[config.mk]
export PLATFORM = sky130hd
export DESIGN_NAME = score_timer_bcd
export DESIGN_NICKNAME = d
export VERILOG_FILES = /design/src/rtl/score_timer_bcd.sv
export SDC_FILE = /design/constraint.sdc
export NUM_CORES = 1
export LEC_CHECK = 0
export ABC_AREA = 1
export CAP_MARGIN = 20
export CORE_UTILIZATION = 45
export CTS_CLUSTER_SIZE = 10
export DETAILED_ROUTE_END_ITERATION = 8
export GPL_ROUTABILITY_DRIVEN = 0
export GPL_TIMING_DRIVEN = 0
export PLACE_DENSITY_LB_ADDON = 0.05
export SKIP_CTS_REPAIR_TIMING = 1
export SYNTH_ARGS = -nofsm -noshare
export SYNTH_HDL_FRONTEND = slang
export SYNTH_SLANG_ARGS = --single-unit
[constraint.sdc]
create_clock -name clk -period 5.7 [get_ports clk]
set_input_delay 1.425 -clock clk [delete_from_list [all_inputs] [get_ports clk]]
set_output_delay 1.425 -clock clk [all_outputs]
set_load 0.02 [all_outputs]
[src/rtl/score_timer_bcd.sv]
// Game-state digit engine: goal/score/timer BCD registers, saturating score ops, per-second timer, win/lose.
// Optional SCORE_PAUSE_EN adds a pause input that freezes timer and score operations while in RUN.
module score_timer_bcd #(
  parameter logic [11:0] TIMER_START    = 12'h099,
  parameter int          FRAMES_PER_SEC = 60,
  parameter int          SIGN_FRAMES    = 30
) (
  input  logic            clk,
  input  logic            reset,
  input  logic            startOfFrame,
  input  logic            start,
  input  logic [11:0]     goalIn,
  input  logic            opValid,
  input  logic            opSub,
  input  logic [3:0]      opValue,
`ifdef SCORE_PAUSE_EN
  input  logic            pause,
`endif
  output logic [8:0][3:0] numbersToShow,
  output logic            SignToShow,
  output logic            ShowSign,
  output logic            WIN,
  output logic            LOSE
);

  // state  | meaning
  // IDLE   | after reset, waiting for start; everything frozen
  // RUN    | round active: ops, timer countdown, win/lose evaluation
  // WON    | score reached goal; digits held until start/reset
  // LOST   | timer expired first; digits held until start/reset
  typedef enum logic [1:0] {S_IDLE, S_RUN, S_WON, S_LOST} state_t;

  localparam logic [7:0] FPS_M1  = 8'(FRAMES_PER_SEC - 1);
  localparam logic [7:0] SIGN_LD = 8'(SIGN_FRAMES);

  state_t      state_q, state_d;
  logic [11:0] goal_q, goal_d, score_q, score_d, timer_q, timer_d;
  logic [7:0]  frame_q, frame_d, sign_cnt_q, sign_cnt_d;
  logic        sign_q, sign_d, show_q, show_d, win_q, lose_q;
  logic        paused, run_active, op_ok;

`ifdef SCORE_PAUSE_EN
  assign paused = pause;
`else
  assign paused = 1'b0;
`endif

  function automatic logic [11:0] bcd_add(input logic [11:0] a, input logic [3:0] v);
    logic [4:0] d0, d1, d2;
    d0 = {1'b0, a[3:0]} + {1'b0, v};
    d1 = {1'b0, a[7:4]};
    d2 = {1'b0, a[11:8]};
    if (d0 > 5'd9) begin d0 = d0 - 5'd10; d1 = d1 + 5'd1; end
    if (d1 > 5'd9) begin d1 = d1 - 5'd10; d2 = d2 + 5'd1; end
    if (d2 > 5'd9) return 12'h999;
    return {d2[3:0], d1[3:0], d0[3:0]};
  endfunction

  // 5-bit digit lanes: bit 4 set after subtraction means the digit went negative
  function automatic logic [11:0] bcd_sub(input logic [11:0] a, input logic [3:0] v);
    logic [4:0] d0, d1, d2;
    d0 = {1'b0, a[3:0]} - {1'b0, v};
    d1 = {1'b0, a[7:4]};
    d2 = {1'b0, a[11:8]};
    if (d0[4]) begin d0 = d0 + 5'd10; d1 = d1 - 5'd1; end
    if (d1[4]) begin d1 = d1 + 5'd10; d2 = d2 - 5'd1; end
    if (d2[4]) return 12'h000;
    return {d2[3:0], d1[3:0], d0[3:0]};
  endfunction

  always_comb begin
    state_d    = state_q;
    goal_d     = goal_q;
    score_d    = score_q;
    timer_d    = timer_q;
    frame_d    = frame_q;
    sign_cnt_d = sign_cnt_q;
    sign_d     = sign_q;
    show_d     = show_q;
    run_active = (state_q == S_RUN) && !paused;
    op_ok      = opValid && run_active && (opValue <= 4'd9);

    if (start) begin
      state_d    = S_RUN;
      goal_d     = goalIn;
      score_d    = 12'h000;
      timer_d    = TIMER_START;
      frame_d    = 8'd0;
      sign_cnt_d = 8'd0;
      show_d     = 1'b0;
    end else begin
      if (op_ok)
        score_d = opSub ? bcd_sub(score_q, opValue) : bcd_add(score_q, opValue);

      if (run_active && startOfFrame) begin
        if (frame_q == FPS_M1) begin
          frame_d = 8'd0;
          timer_d = bcd_sub(timer_q, 4'd1);
        end else begin
          frame_d = frame_q + 8'd1;
        end
      end

      if (op_ok) begin
        sign_d     = opSub;
        show_d     = 1'b1;
        sign_cnt_d = SIGN_LD;
      end else if (startOfFrame && show_q) begin
        sign_cnt_d = sign_cnt_q - 8'd1;
        if (sign_cnt_q == 8'd1) show_d = 1'b0;
      end

      // win wins a tie with timer expiry
      if (state_q == S_RUN) begin
        if (score_q == goal_q)       state_d = S_WON;
        else if (timer_q == 12'h000) state_d = S_LOST;
      end
    end
  end

  always_ff @(posedge clk or posedge reset) begin
    if (reset) begin
      state_q    <= S_IDLE;
      goal_q     <= 12'h000;
      score_q    <= 12'h000;
      timer_q    <= 12'h000;
      frame_q    <= 8'd0;
      sign_cnt_q <= 8'd0;
      sign_q     <= 1'b0;
      show_q     <= 1'b0;
      win_q      <= 1'b0;
      lose_q     <= 1'b0;
    end else begin
      state_q    <= state_d;
      goal_q     <= goal_d;
      score_q    <= score_d;
      timer_q    <= timer_d;
      frame_q    <= frame_d;
      sign_cnt_q <= sign_cnt_d;
      sign_q     <= sign_d;
      show_q     <= show_d;
      win_q      <= (state_d == S_WON);
      lose_q     <= (state_d == S_LOST);
    end
  end

  assign numbersToShow = {timer_q[3:0], timer_q[7:4], timer_q[11:8],
                          score_q[3:0], score_q[7:4], score_q[11:8],
                          goal_q[3:0],  goal_q[7:4],  goal_q[11:8]};
  assign SignToShow = sign_q;
  assign ShowSign   = show_q;
  assign WIN        = win_q;
  assign LOSE       = lose_q;

endmodule

==> metrics.log <==
[metrics] pins over their slew limit: 0
[metrics] HPWL after detailed placement: 7980 um
[metrics] number of nets with antenna violations after detailed routing: 0
[metrics] clock root cell: sky130_fd_sc_hd__clkbuf_8
[metrics] final net count: 664
[metrics] Final TNS setup: 0 ps
[metrics] Max Buffers Root-to-Sink: 2
[metrics] leading cell types in the layout, fill and taps excluded: sky130_fd_sc_hd__nand2_1, sky130_fd_sc_hd__inv_1, sky130_fd_sc_hd__clkdlybuf4s50_1
[metrics] VDD IR max: 194 uV
[metrics] CP Launch Type: input pin
[metrics] Post-Synthesis Net Count: 592
[metrics] CTS Buf Count: 9
[metrics] register-to-register setup slack: 2750 ps
[metrics] most common cell after layout, fill and taps aside: sky130_fd_sc_hd__nand2_1
[metrics] post-placement cell area: 4850 um^2
[metrics] compound-cell area share of the yosys netlist: 0.139
[metrics] GR Overflow Total: 0
[metrics] Leakage Power: 2.45 nW
[metrics] number of buffers added on ports: 60
[metrics] multiplexer area fraction after synthesis: 0
[metrics] cell area after layout: 5040 um^2
[metrics] Overall Global Routing Usage: 0.225
[metrics] run status: finished clean
[metrics] detailed-route wire length: 10200 um
[metrics] Fmax: 248 MHz
[metrics] count of cell types in the netlist: 45
[metrics] portion of the post-synthesis area used by sequential elements: 0.354
[metrics] critical path required time: 5920 ps
[metrics] Row Count: 34
[metrics] effective utilization at floorplan: 0.467
[metrics] Worst path max stage delay: 490 ps
[metrics] First DRT Iteration DRCs: 195
[metrics] post-synthesis cell count: 542
[metrics] Synth Area in XOR/XNOR: 0.0617
[metrics] netlist area before placement: 4100 um^2
[metrics] Critical Path Slowest Stage Cell: sky130_fd_sc_hd__clkdlybuf4s50_1
[metrics] overall die height: 97.4 um
[metrics] latest clock arrival within the worst-skew pair: 330 ps
[metrics] kind of end point of the critical path: flip-flop
[metrics] Boundary Pins: 62
[metrics] count of synthesis-stage warnings from yosys: 0
[metrics] crit path cell chain: clkdlybuf4s50_1 > ha_1 > inv_1 > fa_1 > nand3_1 > nand2_1 > nor2_1 > nand3_1 > inv_1 > nand3_1 > nand2_1 > o32ai_1 > a31o_2
[metrics] area of the die: 9490 um^2
[metrics] diode count: 0
[metrics] number of endpoints failing setup at the final stage: 0
[metrics] core region area: 8760 um^2
[metrics] utilization after layout: 0.575
[metrics] PwrDens: 455 nW/um^2
[metrics] H-tree levels: 3
[metrics] actual slew at the worst max-slew pin: 579 ps
[metrics] sink count of the clock tree: 58
[metrics] Residual DRC: 0
[metrics] share of the clock period used by the worst path: 0.709
[metrics] mean instance size in the synthesized netlist: 7.56 um^2
[metrics] worst min-delay path category: reg -> reg
[metrics] classification of the worst setup path: in -> reg
[metrics] via count normalized by instance count: 5.22
[metrics] largest net degree at the start of global routing: 34
[metrics] number of antenna violations at the first check in global routing: 0
[metrics] critical path fanouts, max: 8
[metrics] detail-routed net length per standard cell: 14.1 um
[metrics] global-route wire length before repair: 17400 um
[metrics] total number of vias: 3790
[metrics] arithmetic-cell share of the synthesized area counting full adders, half adders and majority gates: 0.0892
[metrics] via count of the first global-routing pass: 3673
[metrics] share of final-layout standard cells stronger than drive strength 1: 0.0744
[metrics] largest family of logic cells by synthesized area: simple AND/OR/NAND/NOR gates
[metrics] critical path data arrival time: 4260 ps
[metrics] Seq cells post-synth: 58
[metrics] MaxCap Viol Count: 0
[metrics] final critical delay including setup and external delays: 4040 ps
[metrics] Max Clock Skew: 9.54 ps
[metrics] clock tree from TritonCTS: done
[metrics] max_slew headroom: 0.614
[metrics] final hold violation count: 0
[metrics] Clock Pin Slew Worst Setup and Hold Paths: 60 ps
[metrics] area growth from synthesis to layout: 23.0%
[metrics] TritonRoute pass-1 iters: 5
[metrics] most frequent cell on the critical path: sky130_fd_sc_hd__nand3_1
[metrics] Die Wd: 97.4 um
[metrics] unrepaired setup endpoints after global routing: no
[metrics] simple-gate portion of the synthesized area: 0.269
-- per-stage QoR --
step	power, mW	hold slack [ps]	setup WS (ps)	instances
CTS	2.30	518	1670	726
detailed placement	1.93	499	1340	711
finish	2.29	523	1660	726
global placement	1.91	503	1360	710
global route	2.51	549	1420	726
floorplan	1.58	475	2180	542
-- synth_stat cells, drive strengths merged --
master | n | share of area
a2111oi | 1 | 0.0021
a211oi | 2 | 0.0037
a21boi | 1 | 0.0046
a21oi | 27 | 0.036
a22o | 1 | 0.0021
a22oi | 1 | 0.0018
a31o | 2 | 0.0043
a31oi | 3 | 0.0046
buf | 4 | 0.0064
clkbuf | 5 | 0.0046
clkinv | 1 | 0.00092
dfrtp | 58 | 0.35
fa | 2 | 0.0098
ha | 26 | 0.079
inv | 82 | 0.075
nand2 | 142 | 0.14
nand3 | 29 | 0.035
nand3b | 1 | 0.0018
nand4 | 10 | 0.023
nor2 | 34 | 0.034
nor3 | 19 | 0.023
nor3b | 2 | 0.0037
nor4 | 3 | 0.0046
o211ai | 1 | 0.0018
o21a | 1 | 0.0018
o21ai | 44 | 0.057
o22ai | 7 | 0.011
o311ai | 1 | 0.0021
o31ai | 2 | 0.0037
o32ai | 1 | 0.0021
or4 | 1 | 0.0018
xnor2 | 10 | 0.021
xor2 | 18 | 0.040
-- worst paths after layout --
path / start / endpoint / cells past startpoint
max in group asynchronous: reset / score_q[4]$_DFFE_PP0P_ / 3
setup reg to reg: score_q[0]$_DFFE_PP0P_ / score_q[1]$_DFFE_PP0P_ / 13
setup / recovery: opValue[0] / score_q[1]$_DFFE_PP0P_ / 13
hold / removal: sign_cnt_q[3]$_DFFE_PP0P_ / sign_cnt_q[3]$_DFFE_PP0P_ / 2
hold reg to reg: sign_cnt_q[3]$_DFFE_PP0P_ / sign_cnt_q[3]$_DFFE_PP0P_ / 2
min in group asynchronous: reset / frame_q[6]$_DFFE_PP0P_ / 2
-- where the power goes --
group	total, mW	switching (mW)	internal [mW]
clock network	0.363	0.153	0.210
registers	0.579	0.105	0.474
logic	1.35	0.828	0.524
-- sequential cells by signal, summed over array words and instances, names as in the netlist --
register    cells
LOSE            1
timer_q        12
frame_q         8
goal_q         12
SignToShow      1
WIN             1
ShowSign        1
score_q        12
state_q         2
sign_cnt_q      8
-- critical path: cells and delay by family --
kind	cells	cell delay [ps]
AO/OA/AOI/OAI	2	330
AND/OR/NAND/NOR	6	1220
adder cells (fa/ha/maj)	2	540
buffers and inverters	3	730
-- cells by family (layout without fill, tap and decap cells) --
logic type / count (synthesis) / after routing
flops: 58 / 58
simple gates: 241 / 241
compound gates: 95 / 95
buf+inv: 92 / 168
fa+ha+maj: 28 / 28
xor+xnor: 28 / 28
-- layout make-up --
type                       instances  area [um^2]
tap                              108          135
clock inverter                     3         40.0
fill                             836         3730
clock buffer                      12          145
sequential                        58         1450
timing repair buffer              61          621
buffer                             9         45.0
multi-input combinational        392         2290
inverter                          83          312
-- routing by layer --
metal	vias up	global-route usage	share of wire
met3	11	0.0252	0.036
met4	0	0.0679	0.011
li1	1919	-	-
met5	-	0	0
met2	69	0.404	0.50
met1	1791	0.284	0.45
Power figures use the tool's default switching activity.
